===== config.mk =====
export PLATFORM = sky130hd
export DESIGN_NAME = vend_dispense_ctrl_flat
export DESIGN_NICKNAME = d
export VERILOG_FILES = /design/src/rtl/vend_dispense_ctrl_if.sv /design/src/rtl/vend_dispense_ctrl.sv /design/src/flat_wrapper.sv
export SDC_FILE = /design/constraint.sdc
export NUM_CORES = 1
export LEC_CHECK = 0
export CAP_MARGIN = 20
export CELL_PAD_IN_SITES_DETAIL_PLACEMENT = 0
export CELL_PAD_IN_SITES_GLOBAL_PLACEMENT = 2
export CORE_UTILIZATION = 29
export DETAILED_ROUTE_END_ITERATION = 10
export PLACE_DENSITY_LB_ADDON = 0.05
export SKIP_CTS_REPAIR_TIMING = 1
export SLEW_MARGIN = 20
export SYNTH_ARGS = -nofsm -noshare
export SYNTH_HDL_FRONTEND = slang
export SYNTH_SLANG_ARGS = --single-unit

===== constraint.sdc =====
create_clock -name clk -period 2.4 [get_ports clk]
set_input_delay 0.36 -clock clk [delete_from_list [all_inputs] [get_ports clk]]
set_output_delay 0.36 -clock clk [all_outputs]
set_load 0.005 [all_outputs]

===== src/rtl/vend_dispense_ctrl_if.sv =====
// Handshake bundle between the vending FSM / actuators (master side) and the
// dispense controller (slave side).
interface vend_dispense_ctrl_if #(
    parameter int QDEPTH = 4
);
    localparam int PW = $clog2(QDEPTH + 1);

    logic          x;
    logic          y;
    logic          motor_done;
    logic          coin_done;
    logic          clr_err;
    logic          motor_en;
    logic          coin_en;
    logic          busy;
    logic          ovf;
    logic          err;
    logic [PW-1:0] prod_pend;
    logic [PW-1:0] chg_pend;

    modport master (
        output x, y, motor_done, coin_done, clr_err,
        input  motor_en, coin_en, busy, ovf, err, prod_pend, chg_pend
    );

    modport slave (
        input  x, y, motor_done, coin_done, clr_err,
        output motor_en, coin_en, busy, ovf, err, prod_pend, chg_pend
    );
endinterface


===== src/rtl/vend_dispense_ctrl.sv =====
// Queues dispense/change strobes from the vending FSM and sequences the product motor
// and coin solenoid. Define VEND_TIMEOUT_EN to add a watchdog on the done handshake.
module vend_dispense_ctrl #(
    parameter int QDEPTH    = 4,
    parameter int GAP_CYC   = 3,
    parameter int PULSE_MAX = 20
) (
    input logic                 clk,
    input logic                 rst,
    vend_dispense_ctrl_if.slave bus
);
    localparam int PW   = $clog2(QDEPTH + 1);
    localparam int TMAX = (GAP_CYC > PULSE_MAX) ? GAP_CYC : PULSE_MAX;
    localparam int TW   = $clog2(TMAX + 1);

    typedef enum logic [2:0] {IDLE, VEND, CHG, GAP, ERR} state_t;

    state_t        state, state_n;
    logic [TW-1:0] timer, timer_n;
    logic [PW-1:0] prod_q, chg_q, prod_n, chg_n;
    logic          ovf_q, ovf_n;
    logic          motor_en_q, coin_en_q, busy_q, err_q;
    logic          motor_en_n, coin_en_n, busy_n, err_n;
    logic          prod_full, chg_full, prod_dec, chg_dec;

    always_ff @(posedge clk or posedge rst) begin
        if (rst) begin
            state      <= IDLE;
            timer      <= '0;
            prod_q     <= '0;
            chg_q      <= '0;
            ovf_q      <= 1'b0;
            motor_en_q <= 1'b0;
            coin_en_q  <= 1'b0;
            busy_q     <= 1'b0;
            err_q      <= 1'b0;
        end else begin
            state      <= state_n;
            timer      <= timer_n;
            prod_q     <= prod_n;
            chg_q      <= chg_n;
            ovf_q      <= ovf_n;
            motor_en_q <= motor_en_n;
            coin_en_q  <= coin_en_n;
            busy_q     <= busy_n;
            err_q      <= err_n;
        end
    end

    // The timer restarts at zero on every state change; it counts cycles spent in
    // GAP and, in the watchdog build, cycles spent waiting for a done.
    always_comb begin
        state_n = state;
        timer_n = '0;
        case (state)
            IDLE: begin
                if (prod_q != '0)
                    state_n = VEND;
                else if (chg_q != '0)
                    state_n = CHG;
            end
            VEND: begin
                if (bus.motor_done)
                    state_n = GAP;
`ifdef VEND_TIMEOUT_EN
                else if (timer == TW'(PULSE_MAX - 1))
                    state_n = ERR;
                else
                    timer_n = timer + 1'b1;
`endif
            end
            CHG: begin
                if (bus.coin_done)
                    state_n = GAP;
`ifdef VEND_TIMEOUT_EN
                else if (timer == TW'(PULSE_MAX - 1))
                    state_n = ERR;
                else
                    timer_n = timer + 1'b1;
`endif
            end
            GAP: begin
                if (timer == TW'(GAP_CYC - 1))
                    state_n = IDLE;
                else
                    timer_n = timer + 1'b1;
            end
            ERR: begin
                if (bus.clr_err)
                    state_n = IDLE;
            end
            default: state_n = IDLE;
        endcase
    end

    // Outputs are registered from next-state values so they change on the same edge
    // as the state. A full queue drops the strobe even if it is being serviced.
    always_comb begin
        prod_full  = (prod_q == PW'(QDEPTH));
        chg_full   = (chg_q == PW'(QDEPTH));
        prod_dec   = (state == VEND) && bus.motor_done;
        chg_dec    = (state == CHG) && bus.coin_done;
        prod_n     = prod_q + PW'(bus.x && !prod_full) - PW'(prod_dec);
        chg_n      = chg_q + PW'(bus.y && !chg_full) - PW'(chg_dec);
        ovf_n      = (ovf_q && !bus.clr_err) || (bus.x && prod_full) || (bus.y && chg_full);
        motor_en_n = (state_n == VEND);
        coin_en_n  = (state_n == CHG);
        err_n      = (state_n == ERR);
        busy_n     = (state_n != IDLE) || (prod_n != '0) || (chg_n != '0);
    end

    assign bus.motor_en  = motor_en_q;
    assign bus.coin_en   = coin_en_q;
    assign bus.busy      = busy_q;
    assign bus.ovf       = ovf_q;
    assign bus.err       = err_q;
    assign bus.prod_pend = prod_q;
    assign bus.chg_pend  = chg_q;
endmodule


===== src/flat_wrapper.sv =====
// flat-port wrapper written by rule: the top's interface ports become plain ports
module vend_dispense_ctrl_flat 
#(
    parameter int QDEPTH    = 4,
    parameter int GAP_CYC   = 3,
    parameter int PULSE_MAX = 20
)
  (clk, rst, bus_x, bus_y, bus_motor_done, bus_coin_done, bus_clr_err, bus_motor_en, bus_coin_en, bus_busy, bus_ovf, bus_err, bus_prod_pend, bus_chg_pend);
  vend_dispense_ctrl_if #(.QDEPTH(QDEPTH)) bus_i ();
  input logic clk;
  input logic rst;
  input wire logic [$bits(bus_i.x)-1:0] bus_x;
  input wire logic [$bits(bus_i.y)-1:0] bus_y;
  input wire logic [$bits(bus_i.motor_done)-1:0] bus_motor_done;
  input wire logic [$bits(bus_i.coin_done)-1:0] bus_coin_done;
  input wire logic [$bits(bus_i.clr_err)-1:0] bus_clr_err;
  output wire logic [$bits(bus_i.motor_en)-1:0] bus_motor_en;
  output wire logic [$bits(bus_i.coin_en)-1:0] bus_coin_en;
  output wire logic [$bits(bus_i.busy)-1:0] bus_busy;
  output wire logic [$bits(bus_i.ovf)-1:0] bus_ovf;
  output wire logic [$bits(bus_i.err)-1:0] bus_err;
  output wire logic [$bits(bus_i.prod_pend)-1:0] bus_prod_pend;
  output wire logic [$bits(bus_i.chg_pend)-1:0] bus_chg_pend;
  assign bus_i.x = bus_x;
  assign bus_i.y = bus_y;
  assign bus_i.motor_done = bus_motor_done;
  assign bus_i.coin_done = bus_coin_done;
  assign bus_i.clr_err = bus_clr_err;
  assign bus_motor_en = bus_i.motor_en;
  assign bus_coin_en = bus_i.coin_en;
  assign bus_busy = bus_i.busy;
  assign bus_ovf = bus_i.ovf;
  assign bus_err = bus_i.err;
  assign bus_prod_pend = bus_i.prod_pend;
  assign bus_chg_pend = bus_i.chg_pend;
  vend_dispense_ctrl #(.QDEPTH(QDEPTH), .GAP_CYC(GAP_CYC), .PULSE_MAX(PULSE_MAX)) u_core (.clk(clk), .rst(rst), .bus(bus_i));
endmodule

==> metrics.md, run 1 <==
| Metric | Value |
|---|---|
| Crit-path slowest cell | or4_1 |
| Met2 wire len | 868 µm |
| CP Max Fanout | 3 |
| Final setup TNS | -173.6 ps |
| Met3 routed WL | around 75 µm |
| CP arrival | 2750 ps |
| Avg WL per Cell | about 12 µm |
| Main flop type after synthesis | dfrtp_1 |
| Cell Chain, Critical Path | nor4bb_4 > ha_1 > inv_1 > ha_1 > fa_1 > or4_1 > nor4_2 > nand4_1 |
| Synthesized area per cell | about 12 µm² |
| Post-route clock skew | about 8.0 ps |
| Drt first pass iters | 3 |
| Post-DP HPWL | 1475 µm |
| Vias | 671 |
| Tmin final | around 2600 ps |
| Iteration-0 DRC Markers | 12 |
| Core ar. | around 0.0031 mm² |
| Slew Viols, Final | 0 |
| Root Buffer | clkbuf_4 |
| Max Fclk | a little under 0.4 GHz |
| P_leak | between 0.6 and 0.7 nW |
| Final setup fails | 1 |
| Ant. Diodes | 0 |
| Total power | roughly 1.6 mW |
| Final period utilization | 1.072 |
| Die H | ~59 µm |
| Async set-or-reset flop fraction in the synthesized netlist | 1.000 |
| RSZ-0062 raised after global routing | yes |
| Largest stage delay, worst path | 490 ps |
| Synth Warn # | 0 |
| Most frequent cells in the layout | dfrtp_1, clkdlybuf4s50_1, buf_4 |
| Routed WL | ~1900 µm |
| I/O pin cnt | 18 |
| Die W | 59.30 µm |
| DR vias/cell | 4.274 |
| Largest net degree at the start of global routing | 20 |
| Post-synthesis sequential area ratio | 0.4993 |
| Synth cell types | 29 |
| CP Capture Type | flop |
| Overall routing resource usage | 0.1227 |
| Flop and latch count out of synthesis | 19 |
| Startpoint Class | flop |
| Result of the run | finished with violations |
| First-pass GRT wire length | 3111 µm |
| Clk_lat worst skew | a little under 300 ps |
| PwrDens | around 1200 mW/mm² |
| Final GP Congestion | around 0.76 |
| Post-Syn Nets | just under 100 |
| Clock Sinks | 19 |
| Antenna viol nets, final | 0 |
| CTS tree | built |
| Nets | around 130 |
| Top sig layer | met3 |
| Mapped Cells | slightly above 80 |
| Final WS setup | -173.6 ps |
| Register-to-register setup slack | -170 ps |
| Max_slew headroom | 0.5008 |
| Gr ovfl total | 0 |
| Antenna violations before repair | 0 |
| H-Tree Depth | 1 |
| PortBufs | 17 |
| Critical Path RT | 2570 ps |
| Actual transition at the worst max-transition pin | approximately 750 ps |
| Post-synth EDFFs | 0 |
| Vias in the first global route | 657 |
| Worst VDD drop | approximately 0.54 mV |
| Die area | 0.003516 mm² |
| Met1 Wirelength | between 900 and 1000 µm |
| Layout area overhead | 38.24% |
| Clk buf depth | 2 |
| Share of post-route cells with drive strength above 1 | 0.2212 |
| Maxcap violations | 0 |
| Worst min path class | primary input to async pin |
| Critical path start-end classification | flop to flop |
| Most common cell after layout, fill and taps aside | dfrtp_1 |
| Clock transition at path regs | roughly 110 ps |
| Failing checks | setup timing |
| Num CTS Buffers | 3 |
| Initial Util | 0.3093 |
| Mapped cell area | 952.2 µm² |
| Cell row count | 20 |
| Drt drc | 0 |
| Final hold vios | 0 |
| Worst path most repeated cell | ha_1 |
==> metrics by stage <==
step	utilization	area, µm²	hold WS, ps	worst slack (ps)	cells
2_1_floorplan	-	977.2	311.1	-185.1	82
3_3_place_gp	0.4114	1266	476.6	-589.6	152
3_5_place_dp	0.4114	1266	480.3	-713.1	152
4_1_cts	0.4199	1292	508.0	-393.1	156
5_1_grt	0.4276	1316	524.3	-334.6	157
6_report	0.4276	1316	478.9	-173.6	157
==> cells in the mapped netlist (all sizes together) (2+ instances only) <==
master | count | area, µm²
fa | 2 | 40.04
ha | 6 | 75.07
nor4b | 3 | 32.53
a21boi | 3 | 33.78
xnor2 | 6 | 52.55
nor2 | 9 | 33.78
nand2b | 2 | 12.51
nand3 | 5 | 25.02
inv | 11 | 41.29
dfrtp | 19 | 475.5
==> kinds of logic (layout without fill, tap and decap cells) <==
family | Yosys count | after routing | share of synthesized area
AO/OA/AOI/OAI | 5 | 5 | 0.05124
XOR/XNOR | 7 | 7 | 0.06439
adder cells (fa/ha/maj) | 8 | 8 | 0.1209
buffers and inverters | 12 | 43 | 0.04862
flip-flops | 19 | 19 | 0.4993
multiplexers | 1 | 1 | 0.01051
AND/OR/NAND/NOR | 30 | 30 | 0.2050
==> routing by layer <==
layer / track usage / up-vias
met3: 0.02620 / 0
met5: 0 / -
met1: 0.1808 / 323
met4: 0.04082 / 0
met2: 0.1766 / 10
li1: - / 338
==> critical path: cells and delay by family, from the launching register on <==
family | cells | cell delay [ps]
simple gates | 4 | 1090
fa+ha+maj | 3 | 850
flops | 1 | 460
buf+inv | 1 | 60
==> cell type report <==
class / count / area (µm²)
fillers: 314 / 1762
clock buffers: 4 / 26.28
flip-flops and latches: 19 / 476.7
well taps: 44 / 55.05
multi-input cells: 51 / 464.2
inverters: 11 / 41.29
repair buffers: 28 / 252.7
==> worst paths after layout <==
check | from | to | depth (start not counted)
worst min-delay path | rst | u_core.bus.err$_DFF_PP0_ | 2
worst max register to register | u_core.state[1]$_DFF_PP0_ | u_core.bus.busy$_DFF_PP0_ | 8
worst min register to register | u_core.timer[0]$_DFF_PP0_ | u_core.timer[0]$_DFF_PP0_ | 1
max in group asynchronous | rst | u_core.state[1]$_DFF_PP0_ | 2
min in group clk | u_core.timer[0]$_DFF_PP0_ | u_core.timer[0]$_DFF_PP0_ | 1
worst max-delay path | u_core.state[1]$_DFF_PP0_ | u_core.bus.busy$_DFF_PP0_ | 8
==> state kept, by name, indices dropped and copies added, names as in the netlist <==
register	count
u_core.timer	5
u_core.bus.motor_en	1
u_core.state	3
u_core.bus.busy	1
u_core.bus.chg_pend	3
u_core.bus.ovf	1
u_core.bus.prod_pend	3
u_core.bus.err	1
u_core.bus.coin_en	1
==> where the power goes <==
group	leakage, nW	internal [mW]	switching, mW
Sequential	0.233	0.439	0.0796
Clock	0.0150	0.0646	0.0983
Combinational	0.358	0.478	0.404
Total	0.606	0.981	0.581
(Power assumes the default switching activity.)
==> run 2, diff against run 1 <==
CORE_UTILIZATION = 30   (was 29)
MAX_ROUTING_LAYER = met4   (was unset)
SLEW_MARGIN = unset   (was 20)
clock period = 2.76 ns   (was 2.4 ns; I/O delays follow)
==> metrics.md, run 2 (same netlist as run 1, synthesis figures left out) <==
| Metric | Value |
|---|---|
| Final WS setup | -3.250 ps |
| Antenna violations before repair | 0 |
| Clock transition at path regs | roughly 130 ps |
| Final setup fails | 1 |
| Register area | ~480 µm² |
| Worst VDD drop | approximately 0.53 mV |
| Final period utilization | 1.001 |
| DR vias/cell | ~4.4 |
| Avg WL per Cell | 12.54 µm |
| Die area | about 0.0034 mm² |
| Clock Sinks | 19 |
| Worst min path class | flop to flop |
| Tmin final | ~2800 ps |
| Number of flip-flops under the largest register name | 5 |
| First-pass GRT wire length | 3277 µm |
| Largest net degree at the start of global routing | 20 |
| Post-route clock skew | 15.73 ps |
| Post-DP HPWL | approximately 1400 µm |
| Share of post-route cells with drive strength above 1 | 0.2252 |
| Gr ovfl total | 0 |
| P_leak | 0.5995 nW |
| Most frequent cells in the layout | dfrtp_1, clkdlybuf4s50_1, inv_1, nor2_1, buf_4 |
| WHS | between 500 and 600 ps |
| PwrDens | 1073 mW/mm² |
| Slew Viols, Final | 0 |
| Min-delay src | u_core.bus.ovf$_DFF_PP0_ |
| Total power | about 1.4 mW |
| Fillcell total | a little over 300 |
| CP Capture Type | flop |
| Nets | around 130 |
| Die H | 58.34 µm |
| PortBufs | 17 |
| CP arrival | a little under 3000 ps |
| Overall routing resource usage | 0.1381 |
| Root Buffer | clkbuf_4 |
| Vias | 683 |
| Clk buf depth | 2 |
| Largest stage delay, worst path | approximately 540 ps |
| CP Max Fanout | 2 |
| Antenna viol nets, final | 0 |
| Critical path start-end classification | primary input to flop |
| Clk_lat worst skew | approximately 310 ps |
| Initial Util | 0.3145 |
| Max Fclk | approximately 0.36 GHz |
| Critical Path RT | 2950 ps |
| Result of the run | finished with violations |
| Cell row count | 20 |
| H-Tree Depth | 1 |
| Failing checks | setup timing |
| Die W | around 58 µm |
| I/O pin cnt | 18 |
| Cell Chain, Critical Path | clkdlybuf4s50_1 > nor3b_2 > ha_1 > inv_1 > ha_1 > inv_1 > fa_1 > inv_2 > or4_4 > nor4_4 > nand4_1 |
| Footprint of the multi-input gates | approximately 480 µm² |
| Maxcap violations | 0 |
| Largest register by flop count | u_core.timer |
| Drt drc | 0 |
| Iteration-0 DRC Markers | 12 |
| Final GP Congestion | between 0.7 and 0.8 |
| Launch point of the worst reg-to-reg path | u_core.state[0]$_DFF_PP0_ |
| Num CTS Buffers | 3 |
| RSZ-0062 raised after global routing | yes |
| Ant. Diodes | 0 |
| Routed WL | 1943 µm |
| Core ar. | roughly 0.0030 mm² |
| Actual transition at the worst max-transition pin | between 700 and 800 ps |
| Final hold vios | 0 |
| CTS tree | built |
| Drt first pass iters | 4 |
| Crit-path slowest cell | or4_4 |
| Max_slew headroom | 0.4962 |
| CP Launch Point | bus_coin_done |
| Vias in the first global route | 683 |
| Most common cell after layout, fill and taps aside | dfrtp_1 |
| Layout area overhead | 38.37% |
| Startpoint Class | primary input |
-- run 2: final timing paths --
kind	slack, ps	end	cells after the start
max in group asynchronous	1750	u_core.bus.prod_pend[2]$_DFF_PP0_	2
min	500	u_core.bus.ovf$_DFF_PP0_	2
max reg2reg	10	u_core.bus.busy$_DFF_PP0_	11
max	-3	u_core.bus.busy$_DFF_PP0_	11
min in group asynchronous	520	u_core.timer[3]$_DFF_PP0_	2
min reg2reg	500	u_core.bus.ovf$_DFF_PP0_	2
-- run 2: routing by layer --
metal  track usage  routed length [µm]
met1        0.2040                1034
met2        0.1790                 813
met3       0.02418                  74
met4       0.07143                  21
met5             -                   0
-- run 2: metrics by stage --
| step | TNS [ps] | utilization | setup WS, ps | cells | cell area, µm² |
|---|---|---|---|---|---|
| after global routing | -128.9 | 0.4351 | -128.9 | 155 | 1318 |
| after floorplan | 0 | - | 66.97 | 82 | 952.2 |
| final | -3.250 | 0.4351 | -3.250 | 155 | 1318 |
| after global placement | -529.9 | 0.4021 | -529.9 | 148 | 1217 |
| after CTS | -149.8 | 0.4112 | -149.8 | 152 | 1245 |
| after detailed placement | -463.5 | 0.4021 | -463.5 | 148 | 1217 |
-- run 2: final cells by class --
class                   instances  share of cell area
repair buffers                 26              0.1833
flip-flops and latches         19              0.3609
inverters                      11             0.03134
clock buffers                   3             0.01709
multi-input cells              51              0.3618
well taps                      44             0.04179
clock inverters                 1            0.003799
-- run 2: worst max-delay path, delay by kind of cell --
kind	cells	cell delay, ps
fa+ha+maj	3	860
buf+inv	4	610
simple gates	4	1060
-- run 2: power breakdown --
part	internal, mW	leakage [nW]	switching [mW]
Combinational	0.437	0.348	0.350
Sequential	0.380	0.234	0.0984
Clock	0.0540	0.0177	0.0946
==> RTL edit 1: new RTL, flow settings as in run 1 <==
The option `VEND_TIMEOUT_EN` is turned on by a define.
--- a/src/rtl/vend_dispense_ctrl.sv
+++ b/src/rtl/vend_dispense_ctrl.sv
@@ -1,5 +1,7 @@
 // Queues dispense/change strobes from the vending FSM and sequences the product motor
 // and coin solenoid. Define VEND_TIMEOUT_EN to add a watchdog on the done handshake.
+`define VEND_TIMEOUT_EN
+
 module vend_dispense_ctrl #(
     parameter int QDEPTH    = 4,
     parameter int GAP_CYC   = 3,
Formal check against the unedited RTL: no difference found for any inputs over 10 cycles, from zero or initial values and one cycle with rst high; that may be too few to reach the edited logic, so the function may still have changed.
==> RTL edit 1 against run 1 <==
  * Clock skew is 0.0037 ns lower
  * Routed wire length increased by 21%
  * Global-route usage grew 2.5 points
  * The run still ends with setup timing left
  * Total power rose by 11%
  * Synthesized area rose by 6.3%
  * Fmax is 2.6% lower
  * Hold slack lost 0.016 ns
  * Sequential cell count did not move
  * Final area rose by 9.0%
  * Worst setup slack worse by 0.068 ns
==> RTL edit 1: results (changes against run 1) <==
STATUS='complete, but fails checks'  # unchanged
VIOLATIONS='setup timing'  # unchanged
MET3_WIRELENGTH_UM=51  # was 75 um
DRT_ITER0_DRC=9  # was 12
CPMAXSTAGEDELAYCELL='or4_4'  # was or4_1
R2R.WORST_PATH.CELLS=10  # was 8
NUM_VIAS=818  # was 671
GRT_BUSIEST_LAYER='met2'  # was met1
POST-ROUTE-WORST-SETUP-SLACK_NS=-0.241  # was -0.174 ns
IR_WORST_VDD_mV=0.514  # was 0.540 mV
POST_SYNTH_XOR_AREA_FRACTION=0.0606  # was 0.0644
NNETSFINAL=151  # was 129
POSTSYNTHAREAPERCELL_UM2=10.7  # was 11.6 um^2
TOP_SIGNAL_LAYER_USED='met4'  # was met3
SYNTH_TOP_CELLS_BY_COUNT='dfrtp_1, nor2_1, inv_1'  # was dfrtp_1, inv_1, nor2_1
CRIT_ARRIVAL_NS=2.82  # was 2.75 ns
SYNTH-COMPOUND-AREA-SHARE=0.106  # was 0.0512
TIMING.CRITICAL_PATH.FANOUT_MAX=4  # was 3
SYNTH_SEQUENTIAL_AREA_RATIO=0.470  # was 0.499
GRTUSAGEMET1=0.207  # was 0.181
AREA_SHARE_OF_FA_HA_MAJ_CELLS_AFTER_SYNTHESIS=0.114  # was 0.121
LAYOUT_SKEW_NS=0.00424  # was 0.00796 ns
FINAL_WEIGHTED_CONGESTION_IN_ROUTABILITY_DRIVEN_PLACEMENT=0.772  # was 0.764
GRT_USE_MET3=0.0252  # was 0.0262
FINALSETUPVIOLATIONS=1  # unchanged
DETAILEDPLACEMENTHPWL_UM=1770  # was 1480 um
DPL_CELL_AREA_MM2=0.00137  # was 0.00127 mm^2
INTPOWER_mW=1.07  # was 981 uW
TIMING.CRITICAL_PATH.SLOWEST_CELL_DELAY_NS=0.54  # was 0.49 ns
SYNTHTOPCELLSBYAREA='dfrtp_1, ha_1, nor2_1, inv_1, fa_1'  # was dfrtp_1, ha_1, xnor2_1, fa_1, inv_1
TIMING.SETUP.TNS_NS=-0.241  # was -0.174 ns
FRACTION_OF_LAYOUT_CELLS_WITH_A_SIZE_SUFFIX_ABOVE_1=0.222  # was 0.221
SYNTH_CELL_TYPE_COUNT=33  # was 29
GRT_PASS1_WL_UM=3860  # was 3110 um
PRE_CTS_SLACK_NS=-0.631  # was -0.713 ns
WORST_HOLD_SLACK_NS=0.463  # was 0.479 ns
FIRST_GLOBAL_VIAS=816  # was 657
ROUTED_VIA_DENSITY=4.52  # was 4.27
NFILLCELLS=338  # was 314
M1WIRELENGTH_UM=1180  # was 982 um
[RTL edit 1: changes by cell type in the layout (fill, tap and decap cells not counted), sizes merged, moves of 2 or more]
cell,delta
buf,+9
nor2,+3
xor2,+2
a21o,+3
nand2,+3
xnor2,-2
[RTL edit 1: area by class of cell]
cell class | instances | area [um^2] | share of cell area
multi-input combinational | 64 | 510 | 0.356
sequential | 19 | 477 | 0.332
timing repair buffer | 37 | 323 | 0.225
tap | 46 | 57.6 | 0.0401
inverter | 11 | 41.3 | 0.0288
clock buffer | 4 | 26.3 | 0.0183
[RTL edit 1: worst min-delay path, cell delays in order]
cell	delay [ns]
dlymetal6s2s_1	0.10
buf_4	0.12
o21a_1	0.11
nor2_1	0.04
[RTL edit 1: power groups by stage]
stage	clock [mW]	sequential, mW	combinational [mW]
after global routing	0.187	0.554	1.15
after detailed placement	0	0.541	0.959
after global placement	0	0.543	0.966
after CTS	0.175	0.537	0.966
after floorplan	0	0.553	0.464
final	0.167	0.533	1.04
==> RTL edit 2: new RTL, flow settings as in run 1 <==
Made on the original files. Encoding of `state_t`: now one-hot (5 bits for 5 states).
--- a/src/rtl/vend_dispense_ctrl.sv
+++ b/src/rtl/vend_dispense_ctrl.sv
@@ -13,7 +13,7 @@
     localparam int TMAX = (GAP_CYC > PULSE_MAX) ? GAP_CYC : PULSE_MAX;
     localparam int TW   = $clog2(TMAX + 1);
 
-    typedef enum logic [2:0] {IDLE, VEND, CHG, GAP, ERR} state_t;
+    typedef enum logic [4:0] {IDLE = 5'b00001, VEND = 5'b00010, CHG = 5'b00100, GAP = 5'b01000, ERR = 5'b10000} state_t;
 
     state_t        state, state_n;
     logic [TW-1:0] timer, timer_n;
Behaviour: same outputs for any inputs over 10 cycles, from zero or initial values and one cycle with rst high; not proved beyond that.
==> RTL edit 2 against run 1 <==
  * Synthesized area is 16% higher
  * Die area is 16% higher
  * Highest routed layer is now met4
  * Largest cell class is now multi-input combinational cells
  * Hold slack worse by 0.054 ns
  * Worst setup slack worse by 0.031 ns
  * Largest power group unchanged
  * Final cell count is 19% higher
  * Critical path type unchanged
  * The flow still finishes with violations (setup timing)
  * Total power is 12% higher
  * Utilization is 0.42 points lower
  * Count of clock-buffer cells in the layout stayed put
  * Sequential cell count is 2 higher
  * Clock skew is 0.0070 ns lower
  * Routed wire length is 27% higher
  * Final area is 18% higher
==> RTL edit 2: results (changes against run 1) <==
SYNTHMUXAREASHARE=0  # was 0.0105
NFILLCELLS=361  # was 314
TIMING.CRITICAL_PATH.FANOUT_MAX=3  # unchanged
R2R.WORST_PATH.CELLS=9  # was 8
NNETSFINAL=155  # was 129
GRT_PASS1_WL_UM=4320  # was 3110 um
AREA_SHARE_OF_FA_HA_MAJ_CELLS_AFTER_SYNTHESIS=0.104  # was 0.121
ROUTED_VIA_DENSITY=4.58  # was 4.27
DRT_ITER0_DRC=31  # was 12
CTS.CLK_SLEW.WORST_PATHS_NS=0.07  # was 0.11 ns
SYNTH_CELL_TYPE_COUNT=35  # was 29
SYNTH-COMPOUND-AREA-SHARE=0.0803  # was 0.0512
SYNTH_FP_NETS=118  # was 97
FINAL_WEIGHTED_CONGESTION_IN_ROUTABILITY_DRIVEN_PLACEMENT=0.760  # was 0.764
CLOCKROOTBUFFER='clkbuf_8'  # was clkbuf_4
POST-ROUTE-WORST-SETUP-SLACK_NS=-0.205  # was -0.174 ns
CRIT_PATH_START='u_core.state[0]'  # was u_core.state[1]
DRT_PASS_1_ITERS=4  # was 3
DRT_WL_TOTAL_UM=2450  # was 1930 um
IR_WORST_VDD_mV=0.545  # was 0.540 mV
POWER.LEAKAGE_nW=0.677  # was 0.606 nW
FRACTION_OF_LAYOUT_CELLS_WITH_A_SIZE_SUFFIX_ABOVE_1=0.252  # was 0.221
PRE_CTS_SLACK_NS=-0.589  # was -0.713 ns
STATUS='complete, but fails checks'  # unchanged
POST_SYNTH_XOR_AREA_FRACTION=0.0633  # was 0.0644
FINALSETUPVIOLATIONS=1  # unchanged
CLOCK_INSERTION_DELAY_WORST_SKEW_NS=0.25  # was 0.29 ns
VIOLATIONS='setup timing'  # unchanged
WORSTMARGINPINSLEW_NS=0.369  # was 0.748 ns
FIRST_GLOBAL_VIAS=891  # was 657
SYNTH_SEQUENTIAL_AREA_RATIO=0.476  # was 0.499
SYNTHTOPCELLSBYAREA='dfrtp_1, ha_1, inv_1, nor2_1, xnor2_1'  # was dfrtp_1, ha_1, xnor2_1, fa_1, inv_1
SYNTH_TOP_CELLS_BY_COUNT='dfrtp_1, inv_1, nor2_1'  # unchanged
GRT_USE_TOTAL=0.140  # was 0.123
LAYOUT_SKEW_NS=0.000943  # was 0.00796 ns
RTL edit 2: changes by cell type in the layout (fill, tap and decap cells not counted), moves of 2 or more:
cell,change
dfrtp_1,+2
or3_1,+2
nand3_1,+3
clkbuf_8,+3
a41oi_1,+3
nor4b_1,-2
xnor2_1,-2
nor2_2,+3
buf_4,+5
xor2_1,+2
clkbuf_4,-3
o21ai_0,+3
ha_1,-2
inv_1,+2
RTL edit 2: per-layer routing:
| layer | vias to the layer above | global-route usage | wire length [um] |
|---|---|---|---|
| li1 | 430 | - | - |
| met1 | 407 | 0.194 | 1200 |
| met3 | 5 | 0.0268 | 79 |
| met4 | 0 | 0.0653 | 44 |
| met2 | 15 | 0.210 | 1130 |
| met5 | - | 0 | 0 |
RTL edit 2: layout make-up:
type	instances	area share
Sequential cell	21	0.340
Tap cell	48	0.0387
Timing Repair Buffer	33	0.187
Multi-Input combinational cell	69	0.376
Clock buffer	4	0.0291
Inverter	12	0.0291
RTL edit 2: stage by stage:
stage	util	power (mW)	std cells	instance area (um^2)	setup TNS, ns
6_report	0.423	1.75	187	1550	-0.205
5_1_grt	0.423	1.91	187	1550	-0.363
4_1_cts	0.412	1.70	186	1510	-0.400
3_5_place_dp	0.400	1.46	182	1460	-0.693
3_3_place_gp	0.400	1.45	182	1460	-0.640
2_1_floorplan	-	1.00	103	1120	-0.227
RTL edit 2: critical path: stages (launching register included):
cell	delay (ns)
dfstp_2	0.57
nor2_2	0.05
and4_4	0.17
ha_4	0.25
inv_1	0.03
ha_2	0.18
fa_1	0.49
or4_4	0.51
nor4_4	0.13
o21ai_1	0.10
RTL edit 2: power breakdown:
group | total, mW | switching [mW] | internal (mW)
combinational | 0.972 | 0.446 | 0.526
sequential | 0.555 | 0.0881 | 0.467
clock | 0.228 | 0.110 | 0.118
total | 1.75 | 0.644 | 1.11
